[src/rtl/hazard_scoreboard.sv]
// Hazard/bypass control: tracks in-flight writebacks per post-decode stage, drives decode stall and operand bypass selects.
// HAZARD_BYPASS_EN defined: forwarding with load-use/CSR stalls; undefined: full interlock, byp_sel tied to 0.
module hazard_scoreboard #(
    parameter int unsigned NUM_STAGES       = 3,
    parameter int unsigned NUM_SRC          = 2,
    parameter int unsigned REG_AW           = 5,
    parameter int unsigned LOAD_READY_STAGE = 1,
    localparam int unsigned SELW            = $clog2(NUM_STAGES + 1)
) (
    input  logic                       clk,
    input  logic                       reset,
    input  logic                       dec_valid,
    input  logic                       dec_kill,
    input  logic [REG_AW-1:0]          dec_rd,
    input  logic                       dec_rf_wen,
    input  logic                       dec_is_load,
    input  logic                       dec_is_csr,
    input  logic [NUM_SRC*REG_AW-1:0]  dec_rs_addr,
    input  logic [NUM_SRC-1:0]         dec_rs_oen,
    input  logic                       cmiss_stall,
    output logic                       dec_stall,
    output logic [NUM_SRC*SELW-1:0]    byp_sel,
    output logic [NUM_STAGES-1:0]      stage_busy
);

    typedef struct packed {
        logic              valid;
        logic [REG_AW-1:0] rd;
        logic              wen;
`ifdef HAZARD_BYPASS_EN
        logic              is_load;
`endif
        logic              is_csr;
    } entry_t;

    entry_t stage_q [NUM_STAGES];
    entry_t stage_d [NUM_STAGES];

    logic [NUM_SRC-1:0] hit;
    logic               hazard;
    logic               issue;

`ifndef HAZARD_BYPASS_EN
    logic        unused_load;
    int unsigned unused_lrs;
    assign unused_load = dec_is_load;
    assign unused_lrs  = LOAD_READY_STAGE;
`endif

    function automatic logic src_match(entry_t e, logic [REG_AW-1:0] rs);
        return e.valid & e.wen & (e.rd == rs) & (rs != '0);
    endfunction

    // Ascending scan with hit[] as the found flag: the first (youngest) match sticks.
    always_comb begin
        hit     = '0;
        hazard  = 1'b0;
        byp_sel = '0;
        for (int unsigned i = 0; i < NUM_SRC; i++) begin
            for (int unsigned k = 0; k < NUM_STAGES; k++) begin
                if (dec_rs_oen[i] && !hit[i] &&
                    src_match(stage_q[k], dec_rs_addr[i*REG_AW +: REG_AW])) begin
                    hit[i] = 1'b1;
`ifdef HAZARD_BYPASS_EN
                    if (!stage_q[k].is_load || k >= LOAD_READY_STAGE)
                        byp_sel[i*SELW +: SELW] = SELW'(k + 1);
                    else
                        hazard = 1'b1;
`else
                    hazard = 1'b1;
`endif
                end
            end
        end
    end

    assign dec_stall = dec_valid & ~dec_kill & (hazard | (stage_q[0].valid & stage_q[0].is_csr));
    assign issue     = dec_valid & ~dec_kill & ~dec_stall;

    always_comb begin
        for (int unsigned k = 0; k < NUM_STAGES; k++)
            stage_busy[k] = stage_q[k].valid & stage_q[k].wen;
    end

    always_comb begin
        stage_d = stage_q;
        if (!cmiss_stall) begin
            stage_d[0] = '0;
            if (issue) begin
                stage_d[0].valid   = 1'b1;
                stage_d[0].rd      = dec_rd;
                stage_d[0].wen     = dec_rf_wen;
`ifdef HAZARD_BYPASS_EN
                stage_d[0].is_load = dec_is_load;
`endif
                stage_d[0].is_csr  = dec_is_csr;
            end
            for (int unsigned k = 1; k < NUM_STAGES; k++)
                stage_d[k] = stage_q[k-1];
        end
    end

    always_ff @(posedge clk) begin
        if (reset) begin
            for (int unsigned k = 0; k < NUM_STAGES; k++)
                stage_q[k] <= '0;
        end else begin
            stage_q <= stage_d;
        end
    end

endmodule

[config.mk]
export PLATFORM = sky130hd
export DESIGN_NAME = hazard_scoreboard
export DESIGN_NICKNAME = d
export VERILOG_FILES = /design/src/rtl/hazard_scoreboard.sv
export SDC_FILE = /design/constraint.sdc
export NUM_CORES = 1
export LEC_CHECK = 0
export ABC_AREA = 1
export BUFFER_PORTS_ARGS = -buffer_cell sky130_fd_sc_hd__buf_2
export CORE_AREA = 5 5 59 61
export CTS_CLUSTER_DIAMETER = 60
export DETAILED_ROUTE_END_ITERATION = 8
export DIE_AREA = 0 0 64 66
export PLACE_DENSITY = 0.78
export SYNTH_ARGS = -nofsm -noshare
export SYNTH_HDL_FRONTEND = slang
export SYNTH_SLANG_ARGS = --single-unit
export TNS_END_PERCENT = 5
[constraint.sdc]
create_clock -name clk -period 1.6 [get_ports clk]
set_clock_uncertainty 0.1 [all_clocks]
set_input_delay 0.32 -clock clk [delete_from_list [all_inputs] [get_ports clk]]
set_output_delay 0.32 -clock clk [all_outputs]
set_load 0.03 [all_outputs]
; ---- Word-level counts from Yosys, hierarchy flattened
; Cells that the tools add are included.
[op_classes]
addsub = 0
multipliers = 0
div_mod_pow = 0
n_lt_le_gt_ge = 0
n_eq_ne = 6
n_shift = 0
muxes = 9
bitwise_logic = 22
reduce_logical = 16
[ops]
columns = op, n
row1 = equality test 5 bit, 6
row2 = AND 1 bit, 19
row3 = logical AND 1 bit, 10
row4 = nonzero test 5 bit, 2
row5 = 2-to-1 mux 1 bit, 8
row6 = 2-to-1 mux 8 bit, 1
row7 = logical NOT 1 bit, 4
row8 = inverter 1 bit, 2
row9 = bitwise OR 1 bit, 1
[totals]
register_bits = 22
latch_bits = 0
ram_bits = 0
rom_bits = 0
n_memories = 0

; ---- Longest topological paths before layout
[depth]
word_depth = 21
mapped_depth = 11
ltp_nobuf = 11

; ---- Worst setup path after synthesis
; OpenSTA, ideal clock, no wires.
[synth_path]
path_kind = register to output
from = register stage_q[15] (netlist bit)
to = output port dec_stall
t_arrival_ns = 1.650
t_required_ns = 1.180
slack_ns = -0.470
path_stages_with_launch = 9
n_path_buf = 0
path_cell_list = dfxtp_1 nand2_1 inv_1 o21ai_0 nor2_1 nand3_1 a21oi_2 nor2_4 a21oi_1
[synth_between]
elab_chain_cells = 14
word_cells_on_any_way = 21
classes_between = 6 x mux / 7 x bitwise / 8 x reduce/logical
[synth_rtl]
columns = element, line_no
row1 = start: declaration, 36  ; entry_t stage_q [NUM_STAGES];
row2 = start signal: assignment, 108  ; stage_q <= stage_d;
row3 = AND 1 bit *, --
row4 = named net stage_busy[1], 23  ; output logic [NUM_STAGES-1:0] stage_busy
row5 = AND 1 bit (2 in a row), 51  ; return e.valid & e.wen & (e.rd == rs) & (rs != '0);
row6 = logical AND 1 bit, 61  ; if (dec_rs_oen[i] && !hit[i] &&
row7 = 2-to-1 mux 1 bit, 61
row8 = logical NOT 1 bit, 61
row9 = logical AND 1 bit (2 in a row), 61
row10 = 2-to-1 mux 1 bit (3 in a row), 61
row11 = 2-to-1 mux 1 bit *, 61
row12 = bitwise OR 1 bit *, 77  ; assign dec_stall = dec_valid & ~dec_kill & (hazard | (stage_q[0].valid & stage_q[0].is_csr));
row13 = AND 1 bit *, 77
row14 = end: declaration, 21  ; output logic dec_stall,
; Mark *: on every way through the listed nets, which the timed path passes. The rest lies on a longest branch.

; ---- Worst setup path after layout
[layout_path]
from = register stage_q[12] (netlist bit)
to = output port dec_stall
[layout_between]
elab_chain_cells = 14
word_cells_on_any_way = 22
classes_between = 2 x eq/ne / 6 x mux / 6 x bitwise / 8 x reduce/logical
[layout_rtl]
columns = element, line_no
row1 = equality test 5 bit, 51
row2 = AND 1 bit (2 in a row), 51
row3 = logical AND 1 bit, 61
row4 = 2-to-1 mux 1 bit, 61
row5 = logical NOT 1 bit, 61
row6 = logical AND 1 bit (2 in a row), 61
row7 = 2-to-1 mux 1 bit (3 in a row), 61
row8 = 2-to-1 mux 1 bit *, 61
row9 = bitwise OR 1 bit *, 77
row10 = AND 1 bit *, 77
; Every way passes the cells marked *; elsewhere a longest branch is shown, timed or not.

==> out/qor.json <==
{
  "outcome": {
    "run_status": "finished with violations",
    "failing_checks": "negative setup slack"
  },
  "floorplan": {
    "die_area_mm2": 0.00422,
    "io-pin-count": 33,
    "chipHeight_um": 66,
    "core-area_mm2": 0.00293,
    "start_util_pct": 49.0,
    "die_width_um": 64,
    "core.rowCount": 20
  },
  "critical_path": {
    "critPathSlowestCell": "sky130_fd_sc_hd__dfxtp_2",
    "timing.critical_path.arrival_ps": 1610,
    "critical_path.endpoint_type": "output pin",
    "path_delay_family": "compound AO/OA/AOI/OAI gates",
    "critical_path.n_buffers_inverters": 2,
    "start_kind": "flop",
    "critical-path-max-stage-delay_ps": 350,
    "crit_type": "flop to output pin",
    "cp_max_fo": 5,
    "timing.critical_path.cells": "inv_2 > nand2_1 > o21ai_0 > nor2_1 > nand3_1 > a21oi_2 > nor2_4 > a21oi_4 > buf_6",
    "timing.critical_path.required_ps": 1180
  },
  "detailed_routing": {
    "drcViolationCount": 0,
    "postRouteAntennaNets": 0,
    "wirelength_mm": 3.63,
    "post_drt_wl_per_cell_um": 11.9,
    "detailroute.via_count": 1511,
    "viasPerCell": 4.94,
    "drt_pre_antenna_iters": 4,
    "initialDrtViolationCount": 66
  },
  "final_layout": {
    "largest_register_ffs": 22,
    "largest_registers": "stage_q: 22 flops",
    "syn_to_final_growth_pct": 26.5,
    "final_layout_size_suffix_gt1_share_pct": 36.3,
    "num-fill-cells": 303,
    "multi_input_comb_area_um2": 862,
    "largest_register": "stage_q",
    "final_cell_area_mm2": 0.00182,
    "layout.area.seq_um2": 463,
    "diodes": 0,
    "layout.core_utilization_pct": 62.0,
    "fin_nets": 299
  },
  "synthesis": {
    "yosys.area.top_type_share_pct": 30.7,
    "synth-seq-area-share_pct": 30.7,
    "synth_enable_flop_cells": 0,
    "synthesis.instances": 225,
    "netlist.top_cell.by_area": "sky130_fd_sc_hd__dfxtp_1",
    "synth.lib_cells_used.distinct": 29,
    "asyncSetResetFlopFracSynth_pct": 0,
    "yosys_warning_count": 0,
    "commonest_register_cell_after_synthesis": "sky130_fd_sc_hd__dfxtp_1",
    "syn-cell-area_mm2": 0.00144,
    "synth.area.top_cells": "sky130_fd_sc_hd__dfxtp_1 (31%), sky130_fd_sc_hd__nand2_1 (19%), sky130_fd_sc_hd__nor2_1 (8.1%)",
    "post-synth-top-count-cell": "sky130_fd_sc_hd__nand2_1",
    "register_bit_count_reported_by_yosys": 22,
    "yosys-top-cells-count": "sky130_fd_sc_hd__nand2_1 (74), sky130_fd_sc_hd__nor2_1 (31), sky130_fd_sc_hd__dfxtp_1 (22), sky130_fd_sc_hd__inv_1 (15), sky130_fd_sc_hd__a21oi_1 (13)",
    "avgSynthCellArea_um2": 6.38
  },
  "sta": {
    "fin_tns_setup_ps": -430,
    "final_setup_violations": 1,
    "final_hold_viol_count": 0,
    "postLayoutSetupSlackWorst_ps": -430,
    "min_period_ps": 2030,
    "fmax_mhz": 493,
    "final_report_max_slew_violation_count": 0,
    "min_period_over_period_pct": 127,
    "rsz0062_at_grt": "yes"
  },
  "place": {
    "placement.setup.worst_slack_ps": -270,
    "gp_congestion": 0.907,
    "placed_cell_area_mm2": 0.00173,
    "hpwl_mm": 2.87,
    "port_buffers": 27
  },
  "pwr": {
    "power_density_mw_per_mm2": 628,
    "power_leakage_uw": 0.000873,
    "power.ir.vdd_worst_mv": 0.408,
    "total_power_uw": 1140
  },
  "clock_network": {
    "cts_buffers": 3,
    "clk_transition_reported_paths_ps": 130,
    "clock_insertion_delay_worst_skew_ps": 300,
    "cts_buffer_depth": 2,
    "cts-root-buf": "sky130_fd_sc_hd__clkbuf_4",
    "htreeDepth": 1,
    "cts_tree": "built",
    "cts_sinks": 22,
    "cts_hold_buffers": 0
  },
  "global_route": {
    "groute.usage.overall_pct": 17.6,
    "first_global_vias": 1414,
    "grt_start_max_net_pins": 23,
    "grt_overflow": 0,
    "grt_pass1_wl_mm": 5.97,
    "grt_antenna_before_repair": 0
  },
  "worst_hold_path": {
    "timing.hold.worst.class": "input port to flop"
  },
  "job": {
    "maxCapViolations": 0
  }
}
worst register-to-register path: cells and delay by family (launching register included):
kind / cells / cell delay [ps]
DFF: 1 / 350
and+or+nand+nor: 5 / 450
AOI/OAI and AO/OA: 3 / 370
buffers and inverters: 2 / 210
through the flow:
step	hold WS, ps	instances
4_1_cts	158	306
2_1_floorplan	298	228
3_5_place_dp	365	301
6_report	164	306
5_1_grt	165	306
3_3_place_gp	355	301
area by class of cell:
| cell class | instances | share of cell area (%) |
|---|---|---|
| repair buffers | 51 | 17.7 |
| flip-flops and latches | 22 | 25.5 |
| well taps | 33 | 2.27 |
| clock buffers | 4 | 2.00 |
| multi-input cells | 172 | 47.5 |
| inverters | 24 | 5.03 |
cell families after synthesis:
kind of cell | count (synthesis) | share of synthesized area [%]
compound gates | 31 | 13.9
xor+xnor | 8 | 4.88
buf+inv | 34 | 12.1
flops | 22 | 30.7
other cells | 1 | 0.261
simple gates | 129 | 38.2
placed cells by master (no fill, tap or decap), types with 9 or more instances in the layout:
master / netlist / routed
sky130_fd_sc_hd__a211oi_1: 10 / 10
sky130_fd_sc_hd__nand2_1: 74 / 72
sky130_fd_sc_hd__dfxtp_2: 0 / 12
sky130_fd_sc_hd__nor2_1: 31 / 30
sky130_fd_sc_hd__buf_4: 5 / 24
sky130_fd_sc_hd__inv_2: 8 / 14
sky130_fd_sc_hd__inv_1: 15 / 9
sky130_fd_sc_hd__buf_2: 1 / 26
sky130_fd_sc_hd__a21oi_1: 13 / 9
what timing repair did:
item | 4_1_cts | 5_1_grt
setup buffers | 1 | 0
hold endpoints to repair | 0 | 0
setup endpoints to repair | 9 | 9
pin swaps | 5 | 5
gates resized for setup | 12 | 14
worst paths after layout:
kind / start / to / slack (ps) / depth (start not counted)
max: stage_q[12] / dec_stall / -430 / 9
min: dec_rd[0] / stage_q[18] / 160 / 3
max reg2reg: stage_q[12] / stage_q[22] / 10 / 10
min reg2reg: stage_q[1] / stage_q[1] / 380 / 2
metal layers:
metal  GRT usage, %  vias up  share of wire [%]
met5              0        -                  0
met4           5.97        0               0.80
met3           2.89        4                6.0
met2           30.2       37                 47
met1           22.2      664                 46
li1               -      806                  -
where the power goes:
part | total (uW) | leakage, uW | switching, uW | internal (uW)
clock | 309 | 0.0000210 | 170 | 139
combinational | 242 | 0.000666 | 141 | 102
sequential | 589 | 0.000186 | 20.8 | 568
Power figures use the tool's default switching activity.
